`config.mk`:
```
export PLATFORM = sky130hd
export DESIGN_NAME = branch_ckpt_buffer
export DESIGN_NICKNAME = d
export VERILOG_FILES = /design/src/rtl/branch_ckpt_buffer_pkg.sv /design/src/rtl/branch_ckpt_buffer_ptr_ctrl.sv /design/src/rtl/branch_ckpt_buffer.sv
export SDC_FILE = /design/constraint.sdc
export NUM_CORES = 2
export LEC_CHECK = 0
export BUFFER_PORTS_ARGS = -buffer_cell sky130_fd_sc_hd__buf_2
export CORE_ASPECT_RATIO = 0.8
export CORE_MARGIN = 2
export CORE_UTILIZATION = 40
export CTS_BUF_LIST = sky130_fd_sc_hd__clkbuf_8
export CTS_CLUSTER_SIZE = 10
export DETAILED_ROUTE_END_ITERATION = 12
export PLACE_DENSITY = 0.57
export SYNTH_ARGS = -nofsm -noshare
export SYNTH_HDL_FRONTEND = slang
export SYNTH_HIERARCHICAL = 1
export SYNTH_SLANG_ARGS = --single-unit
```
`constraint.sdc`:
```
create_clock -name clk -period 17.42 [get_ports clk]
set_clock_uncertainty 0.2 [all_clocks]
set_input_delay 3.484 -clock clk [delete_from_list [all_inputs] [get_ports clk]]
set_output_delay 3.484 -clock clk [all_outputs]
set_load 0.005 [all_outputs]
```
`src/rtl/branch_ckpt_buffer_pkg.sv`:
```
// Shared types and default sizing for the branch checkpoint buffer.
// The optional BRANCH_CKPT_PERF_EN build only affects the top-level file.
package branch_ckpt_buffer_pkg;

   localparam int unsigned NUM_CKPT_DEF  = 4;
   localparam int unsigned ARCH_REGS_DEF = 32;
   localparam int unsigned PREG_W_DEF    = 7;
   localparam int unsigned PREGS_DEF     = 128;
   localparam int unsigned ROB_W_DEF     = 5;
   localparam int unsigned FL_PTR_W_DEF  = 7;

   localparam int unsigned CKPT_ID_W  = $clog2(NUM_CKPT_DEF);
   localparam int unsigned CKPT_MAP_W = ARCH_REGS_DEF * PREG_W_DEF;

   // One checkpoint at default widths, for monitors and scoreboards.
   typedef struct packed {
      logic                    valid;
      logic [31:0]             pc;
      logic [ROB_W_DEF-1:0]    rob_tag;
      logic [CKPT_MAP_W-1:0]   map;
      logic [FL_PTR_W_DEF-1:0] fl_rptr;
      logic [PREGS_DEF-1:0]    rdy;
   } ckpt_entry_t;

endpackage

```
`src/rtl/branch_ckpt_buffer_ptr_ctrl.sv`:
```
// Head/tail/count bookkeeping for the checkpoint ring, plus the mask of
// entries squashed by a mispredict (the resolved entry and everything younger).
module ckpt_ptr_ctrl
   import branch_ckpt_buffer_pkg::*;
#(
   parameter int unsigned  NumCkpt = NUM_CKPT_DEF,
   localparam int unsigned IdW     = $clog2(NumCkpt),
   localparam int unsigned CntW    = IdW + 1
) (
   input  logic               clk_i,
   input  logic               rst_ni,
   input  logic               flush_i,
   input  logic               alloc_i,
   input  logic               mispredict_i,
   input  logic [IdW-1:0]     resolve_id_i,
   input  logic               head_valid_i,
   output logic [IdW-1:0]     head_o,
   output logic [IdW-1:0]     tail_o,
   output logic [CntW-1:0]    count_o,
   output logic [NumCkpt-1:0] squash_mask_o
);

   logic [IdW-1:0]  head_q, head_d;
   logic [IdW-1:0]  tail_q, tail_d;
   logic [CntW-1:0] count_q, count_d;
   logic [IdW-1:0]  rpos;
   logic [IdW-1:0]  pos [NumCkpt];
   logic            reclaim;

   // Age of the resolved entry relative to head; wraps naturally (power of two).
   assign rpos    = resolve_id_i - head_q;
   assign reclaim = (count_q != '0) && !head_valid_i && !mispredict_i && !flush_i;

   always_comb begin
      squash_mask_o = '0;
      for (int i = 0; i < NumCkpt; i++) begin
         pos[i]           = IdW'(i) - head_q;
         squash_mask_o[i] = (pos[i] >= rpos);
      end
   end

   always_comb begin
      head_d  = head_q;
      tail_d  = tail_q;
      count_d = count_q;
      if (flush_i) begin
         head_d  = '0;
         tail_d  = '0;
         count_d = '0;
      end else if (mispredict_i) begin
         tail_d  = resolve_id_i + IdW'(1);
         count_d = {1'b0, rpos} + CntW'(1);
      end else begin
         if (alloc_i) tail_d = tail_q + IdW'(1);
         if (reclaim) head_d = head_q + IdW'(1);
         count_d = count_q + CntW'(alloc_i) - CntW'(reclaim);
      end
   end

   always_ff @(posedge clk_i or negedge rst_ni) begin
      if (!rst_ni) begin
         head_q  <= '0;
         tail_q  <= '0;
         count_q <= '0;
      end else begin
         head_q  <= head_d;
         tail_q  <= tail_d;
         count_q <= count_d;
      end
   end

   assign head_o  = head_q;
   assign tail_o  = tail_q;
   assign count_o = count_q;

endmodule

```
`src/rtl/branch_ckpt_buffer.sv`:
```
// Multi-entry branch checkpoint buffer: entry storage and registered restore bundle.
// Define BRANCH_CKPT_PERF_EN to add saturating perf_alloc/perf_mispredict/perf_full_stall.
module branch_ckpt_buffer
   import branch_ckpt_buffer_pkg::*;
#(
   parameter int unsigned  NUM_CKPT  = NUM_CKPT_DEF,
   parameter int unsigned  ARCH_REGS = ARCH_REGS_DEF,
   parameter int unsigned  PREG_W    = PREG_W_DEF,
   parameter int unsigned  PREGS     = PREGS_DEF,
   parameter int unsigned  ROB_W     = ROB_W_DEF,
   parameter int unsigned  FL_PTR_W  = FL_PTR_W_DEF,
   localparam int unsigned ID_W      = $clog2(NUM_CKPT),
   localparam int unsigned CNT_W     = ID_W + 1,
   localparam int unsigned MAP_W     = ARCH_REGS * PREG_W
) (
   input  logic                clk,
   input  logic                rst_n,
   input  logic                flush,
   input  logic                alloc_valid,
   output logic                alloc_ready,
   output logic [ID_W-1:0]     alloc_id,
   input  logic [31:0]         alloc_pc,
   input  logic [ROB_W-1:0]    alloc_rob_tag,
   input  logic [MAP_W-1:0]    alloc_map,
   input  logic [FL_PTR_W-1:0] alloc_fl_rptr,
   input  logic [PREGS-1:0]    alloc_rdy,
   input  logic                resolve_valid,
   input  logic [ID_W-1:0]     resolve_id,
   input  logic                resolve_mispredict,
   output logic                restore_valid,
   output logic [31:0]         restore_pc,
   output logic [ROB_W-1:0]    restore_rob_tag,
   output logic [MAP_W-1:0]    restore_map,
   output logic [FL_PTR_W-1:0] restore_fl_rptr,
   output logic [PREGS-1:0]    restore_rdy,
   output logic [CNT_W-1:0]    count
`ifdef BRANCH_CKPT_PERF_EN
   ,
   output logic [31:0]         perf_alloc,
   output logic [31:0]         perf_mispredict,
   output logic [31:0]         perf_full_stall
`endif
);

   logic [NUM_CKPT-1:0] valid_q, valid_d;
   logic [NUM_CKPT-1:0] squash_mask;
   logic [ID_W-1:0]     head, tail;
   logic                alloc_fire, mp_fire, ok_fire, restore_fire;

   logic [31:0]         pc_q      [NUM_CKPT];
   logic [ROB_W-1:0]    rob_tag_q [NUM_CKPT];
   logic [MAP_W-1:0]    map_q     [NUM_CKPT];
   logic [FL_PTR_W-1:0] fl_rptr_q [NUM_CKPT];
   logic [PREGS-1:0]    rdy_q     [NUM_CKPT];

   logic                restore_valid_q;
   logic [31:0]         restore_pc_q;
   logic [ROB_W-1:0]    restore_rob_tag_q;
   logic [MAP_W-1:0]    restore_map_q;
   logic [FL_PTR_W-1:0] restore_fl_rptr_q;
   logic [PREGS-1:0]    restore_rdy_q;

   // Any mispredict request blocks allocation, even one naming a dead entry.
   assign alloc_ready  = (count < CNT_W'(NUM_CKPT)) && !flush &&
                         !(resolve_valid && resolve_mispredict);
   assign alloc_id     = tail;
   assign alloc_fire   = alloc_valid && alloc_ready;
   assign mp_fire      = resolve_valid && resolve_mispredict && valid_q[resolve_id];
   assign ok_fire      = resolve_valid && !resolve_mispredict && valid_q[resolve_id];
   assign restore_fire = mp_fire && !flush;

   ckpt_ptr_ctrl #(
      .NumCkpt (NUM_CKPT)
   ) u_ptr_ctrl (
      .clk_i         (clk),
      .rst_ni        (rst_n),
      .flush_i       (flush),
      .alloc_i       (alloc_fire),
      .mispredict_i  (mp_fire),
      .resolve_id_i  (resolve_id),
      .head_valid_i  (valid_q[head]),
      .head_o        (head),
      .tail_o        (tail),
      .count_o       (count),
      .squash_mask_o (squash_mask)
   );

   always_comb begin
      valid_d = valid_q;
      if (flush) begin
         valid_d = '0;
      end else if (mp_fire) begin
         valid_d = valid_q & ~squash_mask;
      end else begin
         if (ok_fire)    valid_d[resolve_id] = 1'b0;
         if (alloc_fire) valid_d[tail]       = 1'b1;
      end
   end

   always_ff @(posedge clk or negedge rst_n) begin
      if (!rst_n) valid_q <= '0;
      else        valid_q <= valid_d;
   end

   // Payload needs no reset: it is only observed through a valid entry.
   always_ff @(posedge clk) begin
      if (alloc_fire) begin
         pc_q[tail]      <= alloc_pc;
         rob_tag_q[tail] <= alloc_rob_tag;
         map_q[tail]     <= alloc_map;
         fl_rptr_q[tail] <= alloc_fl_rptr;
         rdy_q[tail]     <= alloc_rdy;
      end
   end

   always_ff @(posedge clk or negedge rst_n) begin
      if (!rst_n) begin
         restore_valid_q   <= 1'b0;
         restore_pc_q      <= '0;
         restore_rob_tag_q <= '0;
         restore_map_q     <= '0;
         restore_fl_rptr_q <= '0;
         restore_rdy_q     <= '0;
      end else begin
         restore_valid_q <= restore_fire;
         if (restore_fire) begin
            restore_pc_q      <= pc_q[resolve_id];
            restore_rob_tag_q <= rob_tag_q[resolve_id];
            restore_map_q     <= map_q[resolve_id];
            restore_fl_rptr_q <= fl_rptr_q[resolve_id];
            restore_rdy_q     <= rdy_q[resolve_id];
         end
      end
   end

   assign restore_valid   = restore_valid_q;
   assign restore_pc      = restore_pc_q;
   assign restore_rob_tag = restore_rob_tag_q;
   assign restore_map     = restore_map_q;
   assign restore_fl_rptr = restore_fl_rptr_q;
   assign restore_rdy     = restore_rdy_q;

`ifdef BRANCH_CKPT_PERF_EN
   logic [31:0] perf_alloc_q, perf_mispredict_q, perf_full_stall_q;
   logic        full_stall;

   assign full_stall = alloc_valid && (count == CNT_W'(NUM_CKPT));

   always_ff @(posedge clk or negedge rst_n) begin
      if (!rst_n) begin
         perf_alloc_q      <= '0;
         perf_mispredict_q <= '0;
         perf_full_stall_q <= '0;
      end else begin
         if (alloc_fire && (perf_alloc_q != '1))        perf_alloc_q      <= perf_alloc_q + 32'd1;
         if (restore_fire && (perf_mispredict_q != '1)) perf_mispredict_q <= perf_mispredict_q + 32'd1;
         if (full_stall && (perf_full_stall_q != '1))   perf_full_stall_q <= perf_full_stall_q + 32'd1;
      end
   end

   assign perf_alloc      = perf_alloc_q;
   assign perf_mispredict = perf_mispredict_q;
   assign perf_full_stall = perf_full_stall_q;
`endif

endmodule

```
[After elaboration in Yosys (flattened, before gate mapping)]
Memory sizes are Yosys's and may differ from the RTL's. A register that Yosys moved wholly into a read port is not among the register bits.
Index checks and enable logic that the tools add are counted.
Operators by class
  bitwise gates (word level): 5
  add/sub/neg operators: 11
  reduce and logical (&&, ||, !) cells: 27
  mux-type cells: 24
  order comparisons: 10
  equal/unequal tests: 1
Operators by type and width (number)
  4-bit 2-to-1 mux: 6
  1-bit logical AND: 13
  2-bit 2-to-1 mux: 6
  1-bit logical NOT: 10
  2-bit by 3-bit less-than comparator with 1-bit output, second input constant: 3
  4-bit AND: 2
  2-bit greater-or-equal comparator: 4
  4-bit NOT: 2
  2-bit by 1-bit adder with 2-bit output, second input constant: 3
  1-bit 2-to-1 mux: 6
  3-bit 2-to-1 mux: 2
  3-bit nonzero test: 2
  1-bit binary-select mux with 2-bit select: 2
  1-bit demux with 2-bit select: 2
  2-bit by 1-bit greater-or-equal comparator with 1-bit output, second input constant: 2
  4-bit bitwise OR: 1
  1-bit by 2-bit subtractor with 2-bit output, first input constant: 2
  2-bit subtractor, first input constant: 2
  2-bit by 1-bit adder with 3-bit output, second input constant: 1
  3-bit by 1-bit adder with 3-bit output: 1
  3-bit less-than comparator, second input constant: 1
  3-bit by 1-bit subtractor with 3-bit output: 1
  2-bit inequality test, second input constant: 1
  2-bit AND reduction: 1
  2 further kinds: 2
Word-level totals
  output and inout port bits: 403
  word-level logic and storage cells: 88
  RAM bits: 1584
  memories kept: 5
  register bits after elaboration: 12
Memory list
  map_q: depth 4, bits a word 224, read ports 1, clocked after Yosys merged registers in 1, write ports 1, line branch_ckpt_buffer.sv:52  | logic [MAP_W-1:0] map_q [NUM_CKPT];
  rdy_q: depth 4, bits a word 128, read ports 1, clocked after Yosys merged registers in 1, write ports 1, line branch_ckpt_buffer.sv:54  | logic [PREGS-1:0] rdy_q [NUM_CKPT];
  pc_q: depth 4, bits a word 32, read ports 1, clocked after Yosys merged registers in 1, write ports 1, line branch_ckpt_buffer.sv:50  | logic [31:0] pc_q [NUM_CKPT];
  fl_rptr_q: depth 4, bits a word 7, read ports 1, clocked after Yosys merged registers in 1, write ports 1, line branch_ckpt_buffer.sv:53  | logic [FL_PTR_W-1:0] fl_rptr_q [NUM_CKPT];
  rob_tag_q: depth 4, bits a word 5, read ports 1, clocked after Yosys merged registers in 1, write ports 1, line branch_ckpt_buffer.sv:51  | logic [ROB_W-1:0] rob_tag_q [NUM_CKPT];

[Longest topological paths before layout]
  depth in word-level cells: 13
  gate-level depth with buffers: 14
  gate-level depth less buffers: 12

[Modules after synthesis]
The synthesis kept the hierarchy.
Modules (own cells, without submodules)
  branch_ckpt_buffer: sequential area each 57600.2 sq um, cells each 2943, area each 72370.7 sq um, times used 1
  ckpt_ptr_ctrl: sequential area each 175.2 sq um, cells each 64, area each 625.6 sq um, times used 1

[Worst setup path after synthesis]
Ideal clock, no wire load.
  path type: input to register
  start: input resolve_valid
  end: memory fl_rptr_q[2][0] in the netlist's numbering (enable)
  setup time: 0.743 ns
  slack: 4.640 ns
  stages: 3
  arrival: 11.837 ns
  required time: 16.477 ns
  cell sequence: a211oi_1 > nand4b_1 > inv_1
On the way
  word-level cells in the longest chain between the ends: 6
RTL lines
  from (decl): line branch_ckpt_buffer.sv:27  | input logic resolve_valid,
  1-bit logical AND: line branch_ckpt_buffer.sv:65  | !(resolve_valid && resolve_mispredict);
  1-bit logical NOT: line branch_ckpt_buffer.sv:65
  1-bit logical AND: line branch_ckpt_buffer.sv:64  | assign alloc_ready = (count < CNT_W'(NUM_CKPT)) && !flush &&
  1-bit logical AND: line branch_ckpt_buffer.sv:67  | assign alloc_fire = alloc_valid && alloc_ready;
  1-bit 2-to-1 mux: line branch_ckpt_buffer.sv:107  | if (alloc_fire) begin
  1-bit 2-to-1 mux (not written as such): line branch_ckpt_buffer.sv:111  | fl_rptr_q[tail] <= alloc_fl_rptr;
  to (decl): line branch_ckpt_buffer.sv:53
No other way between the ends.

[Final worst setup path]
  start: input flush
  end: output alloc_ready
On the way
  word-level cells in the longest chain between the ends: 3
RTL lines
  from (decl): line branch_ckpt_buffer.sv:18  | input logic flush,
  1-bit logical NOT: line branch_ckpt_buffer.sv:64
  1-bit logical AND (2 in series): line branch_ckpt_buffer.sv:64
  to (decl): line branch_ckpt_buffer.sv:20  | output logic alloc_ready,
No other way between the ends.

==> run metrics <==
status completed; hold-critical path depth 1; latest clock arrival within the worst-skew pair 970 ps; initial drt markers 2058; number of synthesized flops with an enable pin 1584; Synth Area per Inst 24.3 um2; CTS Buffer Depth 4; clock power share 0.369; Sequential Power Share 0.550; fin area 85400 um2; DR vias/cell 4.99; HPWL Detailed 97400 um; mapped cell area 73000 um2; Synth Area in Adders 0.00219; final setup vio count 0; Slew HR 0.267; leak pwr 32.8 nW; Final Core Density 0.470; final WL 164000 um; Post-DP Area 79400 um2; CP required 13740 ps; Pint 7.73 mW; global-route usage over all layers 0.173; WHS 283 ps; Distinct cells, synth 43; critical path endpoint category output pin; complex-gate fraction of the synthesized area 0.00175; Synth Instances 3007; Mapped Nets 3422; mux cell area share after synthesis 0.185; first-pass GRT wire length 237000 um; vias in the first global route 35014; H-tree depth 5; initial antenna violation count 78; XOR/XNOR share of the synthesized area 0.000926; WS Path Type input port to output pin; Seq cells post-synth 1992; fmax 0.122 GHz; Reg2Reg Depth 5; Placer Congestion 0.750; Placement Rows 140; Peak VDD IR 0.0699 mV; Switching Power 2.33 mW; CTS Buf Count 329; initial core utilization 0.402; Clock Sinks 1992; clock slew at reported path FFs 60 ps; Cell Pwr Density 118 nW/um2; core area 182000 um2; layout cell share with drive strength beyond 1 0.409; Fin. Hold Viols 0; CTS tree done; Die X 482 um; max-cap viol count 0; Synthesis Warnings 6; Area growth syn-to-layout 17.0%; total I/O pin count 807; post-route insts no fill 6741; RSZ-0062 raised after global routing no; worst-margin pin slew 1100 ps; Cell Count Post-Placement 6136; post-layout minimum cycle time 8190 ps; Pins Over Slew Limit 0; die area 186000 um2; root buf cell clkbuf_8; Logic pwr share 0.081; GRT overflow 0; Final ANT Viol Nets 0; Nets 4468; largest family of logic cells by synthesized area multiplexers; Tcrit/Tclk final 0.470; CTS Hold Bufs 0; I/O Buffers 806; Simple-Gate Fraction of Synth Area 0.00207; setup bufs post-CTS 0; DRC Markers 0; crit path DAT 4510 ps; Setup crit start kind input port; vias 33620; worst-path fanout max 15; Post-CTS Resized 0; Seq/Total Area, Yosys 0.791; die span in y 386 um; Worst Hold Class register to register; Sw Share 0.232; Fin Setup TNS 0 ps; main flop type after synthesis edfxtp_1; ys async rst share 0.205; Detailed Routing Iterations Pass 1 5; largest net degree at the start of global routing 137; WL/cell 24.3 um
## state kept, by name (all words and copies together) (netlist names)
signal,cells
map_q,896
rdy_q,512
restore_map,224
pc_q,128
restore_rdy,128
restore_pc,32
fl_rptr_q,28
rob_tag_q,20
restore_fl_rptr,7
restore_rob_tag,5
valid_q,4
u_ptr_ctrl/count_o,3
u_ptr_ctrl/head_o,2
u_ptr_ctrl/tail_o,2
restore_valid,1
## logic make-up (layout without fill, tap and decap cells)
| kind of cell | after synthesis | after routing |
|---|---|---|
| buffers and inverters | 156 | 1453 |
| other | 0 | 23 |
| XOR/XNOR | 6 | 6 |
| AO/OA/AOI/OAI | 18 | 18 |
| flip-flops | 1992 | 1992 |
| AND/OR/NAND/NOR | 27 | 27 |
| multiplexers | 797 | 797 |
| adder cells (fa/ha/maj) | 11 | 11 |
## critical path, cell delays in order
cell and delay, ps:
buf_2 190, a211oi_1 590, buf_2 230
## power groups by stage
stage          clock, mW  combinational (mW)  sequential (mW)
5_1_grt             4.06               0.893             5.56
6_report            3.71               0.819             5.53
3_5_place_dp           0               0.843             5.63
2_1_floorplan          0               0.370             5.66
4_1_cts             3.84               0.844             5.53
3_3_place_gp           0               0.834             5.62
## placed cells by master, fill, tap and decap left out, drive strengths merged, types with 2 or more instances in the layout
master    count
edfxtp     1584
xnor2         3
inv         166
o41ai         2
ha            8
mux2        397
nor4          2
dfrtp       408
mux4        398
diode        23
buf         851
a21o          2
clkinv       65
nand3b        2
nand4b        2
fa            3
nand2         6
mux2i         2
o21ai         3
clkinvlp      7
a211oi        2
xor2          2
bufinv        2
nor2          8
a21oi         3
clkbuf      362
a221oi        3
## area by class of cell
type,instances,area [um2]
Sequential cell,1992,57800
Tap cell,2414,3020
Fill cell,15272,96200
Timing Repair Buffer,851,4510
Antenna cell,23,57.6
Clock buffer,362,4980
Inverter,20,105
Clock inverter,220,960
Multi-Input combinational cell,859,14000
## synth_stat cells, types with 2 or more instances
cell type  number  area [um2]
xnor2_1         3        26.3
a21oi_1         3        15.0
mux2_2         96        1080
nand2_1         6        22.5
o21ai_0         2        10.0
mux2_1        291        3280
inv_1          20        75.1
o41ai_1         2        17.5
ha_1            8         100
nand4b_1        2        17.5
buf_2          36         180
xor2_1          2        17.5
a21o_1          2        15.0
mux2_4         10         150
fa_1            3        60.1
buf_4          18         135
mux2i_1         2        20.0
buf_8          10         150
dfrtp_1       408       10200
nor2_1          8        30.0
edfxtp_1     1584       47600
buf_12         23         460
a211oi_1        2        15.0
a221oi_1        3        26.3
mux4_2        398        8960
clkbuf_1       43         161
nand3b_1        2        15.0
buf_6           5        56.3
## metrics by stage
stage	setup WS [ps]	total power, mW
finish	9230	10.1
global route	9170	10.5
CTS	9250	10.2
detailed placement	9190	6.47
global placement	9220	6.46
floorplan	4640	6.03
## layer usage
layer,GRT usage,up-vias,wire length [um]
met1,0.213,17656,64600
met3,0.0605,363,12100
met4,0.0588,58,4530
met5,0,-,393
met2,0.285,956,82100
li1,-,14587,-
## worst paths after layout
path,from,endpoint,slack (ps)
worst max-delay path,flush,alloc_ready,9230
max in group asynchronous,rst_n,restore_map[127]$_DFFE_PN0P_,12640
min in group asynchronous,rst_n,restore_map[43]$_DFFE_PN0P_,2230
worst min-delay path,restore_map[68]$_DFFE_PN0P_,restore_map[68]$_DFFE_PN0P_,280
worst max register to register,u_ptr_ctrl/count_o[2]$_DFF_PN0_,map_q[1][5]$_DFFE_PP_,12930
worst min register to register,restore_map[68]$_DFFE_PN0P_,restore_map[68]$_DFFE_PN0P_,280
(Power assumes the default switching activity.)
